===== config.mk =====
export PLATFORM = sky130hd
export DESIGN_NAME = hidden_step_sched
export DESIGN_NICKNAME = d
export VERILOG_FILES = /design/src/rtl/hidden_step_sched.sv
export SDC_FILE = /design/constraint.sdc
export NUM_CORES = 1
export LEC_CHECK = 0
export ABC_AREA = 1
export ABC_CLOCK_PERIOD_IN_PS = 3250
export CELL_PAD_IN_SITES_DETAIL_PLACEMENT = 0
export CELL_PAD_IN_SITES_GLOBAL_PLACEMENT = 1
export CORE_AREA = 2 2 72 88
export CTS_BUF_LIST = sky130_fd_sc_hd__clkbuf_8 sky130_fd_sc_hd__clkbuf_16
export CTS_CLUSTER_DIAMETER = 120
export DETAILED_ROUTE_END_ITERATION = 8
export DIE_AREA = 0 0 74 90
export MAX_ROUTING_LAYER = met4
export PLACE_DENSITY = 0.87
export SLEW_MARGIN = 20
export SYNTH_ARGS = -nofsm -noshare
export SYNTH_HDL_FRONTEND = slang
export SYNTH_SLANG_ARGS = --single-unit

===== constraint.sdc =====
create_clock -name clk -period 3.25 [get_ports clk]
set_input_delay 0.325 -clock clk [delete_from_list [all_inputs] [get_ports clk]]
set_output_delay 0.325 -clock clk [all_outputs]
set_load 0.05 [all_outputs]

===== src/rtl/hidden_step_sched.sv =====
// Time-step scheduler for one shared pipelined hidden neuron: issues H evaluations per
// step, collects the narrowed results and commits them. HSCHED_SAT_EN selects saturation.
module hidden_step_sched #(
   parameter int dataWidth  = 5,
   parameter int fracWidth  = 2,
   parameter int hiddenSize = 3,
   parameter int neuronLat  = 4,
   parameter int timeSteps  = 8,
   localparam int AW = (hiddenSize > 1) ? $clog2(hiddenSize) : 1,
   localparam int SW = $clog2(timeSteps) + 1,
   localparam int RW = 2 * dataWidth + 1,
   localparam int VW = dataWidth * hiddenSize
) (
   input  logic          clk,
   input  logic          rst,
   input  logic          start,
   output logic          busy,
   output logic          issue_vld,
   output logic [AW-1:0] w_addr,
   output logic [VW-1:0] nrn_hid,
   input  logic [RW-1:0] nrn_final,
   output logic [VW-1:0] h_out,
   output logic [SW-1:0] step_idx,
   output logic          step_done,
   output logic          done
);

   typedef enum logic [1:0] {
      S_IDLE   = 2'd0,
      S_ISSUE  = 2'd1,
      S_DRAIN  = 2'd2,
      S_COMMIT = 2'd3
   } state_t;

   localparam int RES_FRAC = fracWidth;
   localparam int HID_FRAC = fracWidth;
   localparam logic [neuronLat-1:0] TAG_LAST_ONLY = neuronLat'(1) << (neuronLat - 1);

   // Result and hidden state share the binary point, so the alignment shift is zero.
   function automatic logic [dataWidth-1:0] narrow(input logic signed [RW-1:0] v);
      logic signed [RW-1:0] aligned;
      aligned = v >>> (RES_FRAC - HID_FRAC);
`ifdef HSCHED_SAT_EN
      if (aligned > RW'((1 <<< (dataWidth - 1)) - 1)) begin
         return {1'b0, {(dataWidth - 1){1'b1}}};
      end else if (aligned < -RW'(1 <<< (dataWidth - 1))) begin
         return {1'b1, {(dataWidth - 1){1'b0}}};
      end else begin
         return dataWidth'(aligned);
      end
`else
      return dataWidth'(aligned);
`endif
   endfunction

   state_t                state_q, state_d;
   logic [AW-1:0]         n_q, n_d;
   logic [SW-1:0]         step_q, step_d;
   logic [VW-1:0]         h_state_q, h_state_d;
   logic [VW-1:0]         h_next_q, h_next_d;
   logic [neuronLat-1:0]  tag_vld_q, tag_vld_d;
   logic [AW-1:0]         tag_idx_q [neuronLat];
   logic [AW-1:0]         tag_idx_d [neuronLat];
   logic                  busy_q, busy_d;
   logic                  issue_vld_q, issue_vld_d;
   logic [AW-1:0]         w_addr_q, w_addr_d;
   logic                  step_done_q, step_done_d;
   logic                  done_q, done_d;

   // Next-state, tag pipe shift, result capture and registered-output decode.
   always_comb begin
      state_d     = state_q;
      n_d         = n_q;
      step_d      = step_q;
      h_state_d   = h_state_q;
      h_next_d    = h_next_q;
      step_done_d = 1'b0;
      done_d      = 1'b0;

      for (int k = neuronLat - 1; k > 0; k--) begin
         tag_vld_d[k] = tag_vld_q[k-1];
         tag_idx_d[k] = tag_idx_q[k-1];
      end
      tag_vld_d[0] = (state_q == S_ISSUE);
      tag_idx_d[0] = n_q;

      if (tag_vld_q[neuronLat-1]) begin
         h_next_d[tag_idx_q[neuronLat-1]*dataWidth +: dataWidth] = narrow(nrn_final);
      end else begin
         h_next_d = h_next_q;
      end

      case (state_q)
         S_IDLE: begin
            if (start) begin
               state_d   = S_ISSUE;
               h_state_d = '0;
               step_d    = '0;
               n_d       = '0;
            end else begin
               state_d = S_IDLE;
            end
         end
         S_ISSUE: begin
            if (n_q == AW'(hiddenSize - 1)) begin
               state_d = S_DRAIN;
            end else begin
               n_d = n_q + AW'(1);
            end
         end
         S_DRAIN: begin
            // Only the final tag left at the capture stage: the pipe is empty after this edge.
            if (tag_vld_q == TAG_LAST_ONLY) begin
               state_d = S_COMMIT;
            end else begin
               state_d = S_DRAIN;
            end
         end
         S_COMMIT: begin
            h_state_d   = h_next_q;
            step_done_d = 1'b1;
            if (step_q == SW'(timeSteps - 1)) begin
               done_d  = 1'b1;
               state_d = S_IDLE;
            end else begin
               step_d  = step_q + SW'(1);
               n_d     = '0;
               state_d = S_ISSUE;
            end
         end
         default: begin
            state_d = S_IDLE;
         end
      endcase

      busy_d      = (state_d != S_IDLE);
      issue_vld_d = (state_d == S_ISSUE);
      w_addr_d    = n_d;
   end

   // State and output registers; reset discards any in-flight tags.
   always_ff @(posedge clk or posedge rst) begin
      if (rst) begin
         state_q     <= S_IDLE;
         n_q         <= '0;
         step_q      <= '0;
         h_state_q   <= '0;
         h_next_q    <= '0;
         tag_vld_q   <= '0;
         for (int k = 0; k < neuronLat; k++) begin
            tag_idx_q[k] <= '0;
         end
         busy_q      <= 1'b0;
         issue_vld_q <= 1'b0;
         w_addr_q    <= '0;
         step_done_q <= 1'b0;
         done_q      <= 1'b0;
      end else begin
         state_q     <= state_d;
         n_q         <= n_d;
         step_q      <= step_d;
         h_state_q   <= h_state_d;
         h_next_q    <= h_next_d;
         tag_vld_q   <= tag_vld_d;
         for (int k = 0; k < neuronLat; k++) begin
            tag_idx_q[k] <= tag_idx_d[k];
         end
         busy_q      <= busy_d;
         issue_vld_q <= issue_vld_d;
         w_addr_q    <= w_addr_d;
         step_done_q <= step_done_d;
         done_q      <= done_d;
      end
   end

   assign busy      = busy_q;
   assign issue_vld = issue_vld_q;
   assign w_addr    = w_addr_q;
   assign nrn_hid   = h_state_q;
   assign h_out     = h_state_q;
   assign step_idx  = step_q;
   assign step_done = step_done_q;
   assign done      = done_q;

endmodule


==> flow_summary.toml <==
[min_path]
hold_start = "tag_idx_d[4]"
holdPathStages = 0
min_to = "tag_idx_d[2]"
hold_class = "reg -> reg"

[route]
vias = 1527
routedWlPerCell_um = 11.5
dr.pass1.iters = 4
drc_errors = 0
via_per_inst = 4.52
ant_nets = 0
drt_iter0_drc = 111
wirelength_um = 3890

[layout]
antenna_cells = 0
finalNetCount = 276
nFillCells = 584
multi_input_area_um2 = 602
syn_to_final_growth_pct = 22.2
drive_gt1_share_pct = 5.86
layoutNonFillerInstCount = 338
final_core_util_pct = 46.9
finalInstanceArea_um2 = 2750
regArea_um2 = 1350

[sta]
fin_skew_ns = 0.00618
slew_viol_final = 0
fin_setup_tns_ns = 0
fmax_ghz = 0.517
setup_viol = 0
holdWs_ns = 0.352
final_hold_viol_count = 0
maxSlewHeadroom_pct = 40.5
worstMarginPinSlew_ns = 0.893
setup_ws_ns = 1.32
period_share_pct = 59.5
min_period_ns = 1.93
grt_setup_unrepaired = "false"

[logic_synthesis]
avgSynthCellArea_um2 = 10.1
synth_xor_area_share_pct = 0.390
synth_simple_gate_area_share_pct = 15.3
netlist_area_um2 = 2250
async_flop_share_pct = 100
ys_top_cells_by_count = "dfrtp_1 (54), inv_1 (35), o21ai_0 (24)"
ys_ff_latch = 54
synth_compound_area_share_pct = 7.29
synthMuxAreaShare_pct = 0.445
synth_top_family_by_area = "simple AND/OR/NAND/NOR gates"
synth_fp_nets = 243
yosysTopAreaCell = "dfrtp_1"
netlist.area_leader.share_pct = 60.1
ys.flop_type = "dfrtp_1"
synthAdderAreaFrac_pct = 3.34
synth_enable_flop_cells = 0
ys_seq_area_share_pct = 60.1
synth_cell_types = 21
synth.most_common_cell = "dfrtp_1"
yosys-top-cells-area = "dfrtp_1 (60%), inv_1 (5.8%), buf_4 (5.7%), o21ai_0 (5.3%), nand3_1 (4.7%)"
ys_warn_count = 0
syn_inst = 223

[setup_path]
reg2reg_slack_ns = 1.72
rr_worst_depth = 6
max_stage_delay_ns = 0.85
path_delay_family = "buffers and inverters"
path_cells = "clkdlybuf4s50_1"
rr_startpoint = "tag_idx_q[0]"
worst-path-max-fanout = 6
cp.arrival_ns = 1.61
r2r_end = "h_next_q[11]"
critical_path_class = "reg -> out"
path_buf_inv = 1
start_kind = "flop"
cp_data_required_time_ns = 2.92
crit_path_end_kind = "primary output"
cpMaxStageDelayCell = "clkdlybuf4s50_1"
cp-startpoint = "step_idx[2]"

[floorplan]
num_rows = 31
fp.dieW_um = 74
die_area_um2 = 6660
io_pins = 54
die_y_um = 90
start_util_pct = 38.4
core_um2 = 5860

[clock_tree]
clk_path_buf_depth = 2
cts_setup_buffers = 0
cts_sinks = 54
cts_tree = "done"
clk_pin_slew_ns = 0.09
clock_insertion_delay_worst_skew_ns = 0.29
tritoncts.num_buffers = 5
cts-root-buf = "clkbuf_8"
hold_buffers = 0
h-tree-depth = 2
cts_repair_resize_count = 0

[placed_design]
hpwl_um = 2710
place.gp.congestion = 0.862
dp.cells = 331
placed_area_um2 = 2670
portBuffers = 47
place_ws_ns = 1.56

[grt]
grt_pass1_wl_um = 6420
overflow = 0
antenna_found_initial = 0
gr-usage-all-layers_pct = 12.7
grt_pass1_vias = 1488
grt_start_max_net_pins = 55

[pwr]
ir_drop_mv = 0.499
total_power_mw = 2.90
power_density_nw_per_um2 = 1060
power.leakage_nw = 1.25

[status]
status = "finished clean"

[job]
drv_cap = 0
-- cell usage in the layout, fill, tap and decap left out --
cell	netlist	layout
clkbuf_8	0	5
clkdlybuf4s50_1	0	47
clkinv_1	2	2
clkinv_2	0	1
dfrtp_1	54	54
ha_1	6	6
inv_1	35	36
inv_2	1	1
mux2i_1	1	1
nand2_1	17	17
nand2_2	6	6
nand3_1	21	21
nand4_1	12	12
nor2_1	12	12
nor2_2	1	1
nor3_1	1	1
o21ai_0	24	24
o22ai_1	7	7
or2_2	1	1
xnor2_1	1	1
-- report_power, final --
part | switching, mW | internal, mW
clock network | 0.192 | 0.143
logic | 1.04 | 0.460
registers | 0.144 | 0.918
total | 1.38 | 1.52
-- how the worst max path moves through the flow --
| stage | depth (start not counted) | slack, ns | end |
|---|---|---|---|
| 6_report | 1 | 1.32 | step_idx[2] |
| 3_3_place_gp | 2 | 1.58 | h_out[10] |
| 4_1_cts | 1 | 1.31 | step_idx[2] |
| 2_1_floorplan | 1 | 1.61 | busy |
| 5_1_grt | 1 | 1.28 | step_idx[2] |
| 3_5_place_dp | 2 | 1.56 | h_out[10] |
-- sequential cells by signal (all words and copies together) (netlist names) --
name	flops
busy	1
done	1
h_next_q	15
h_out	15
issue_vld	1
state_q	2
step_done	1
step_idx	4
tag_idx_d	6
tag_idx_q	2
tag_vld_q	4
w_addr	2
-- routing by layer --
metal	global-route usage, %	wire length [um]
met1	13.1	1680
met4	5.00	84
met5	-	0
met3	3.14	165
met2	22.4	1960
-- area by class of cell --
class                      instances  area share [%]
clock buffer                       5            2.51
clock inverter                     2           0.273
inverter                          38            5.24
multi-input combinational        110            21.9
sequential                        54            49.2
tap                               82            3.74
timing repair buffer              47            17.1
-- cell families (layout without fill, tap and decap cells) --
family                     Yosys count  after routing
and+or+nand+nor                     71             71
buffers and inverters               59             92
DFF                                 54             54
AOI/OAI and AO/OA                   31             31
adders and majority gates            6              6
xor gates and xnor gates             1              1
muxes                                1              1
No activity file was read; power rests on OpenSTA's default activity.
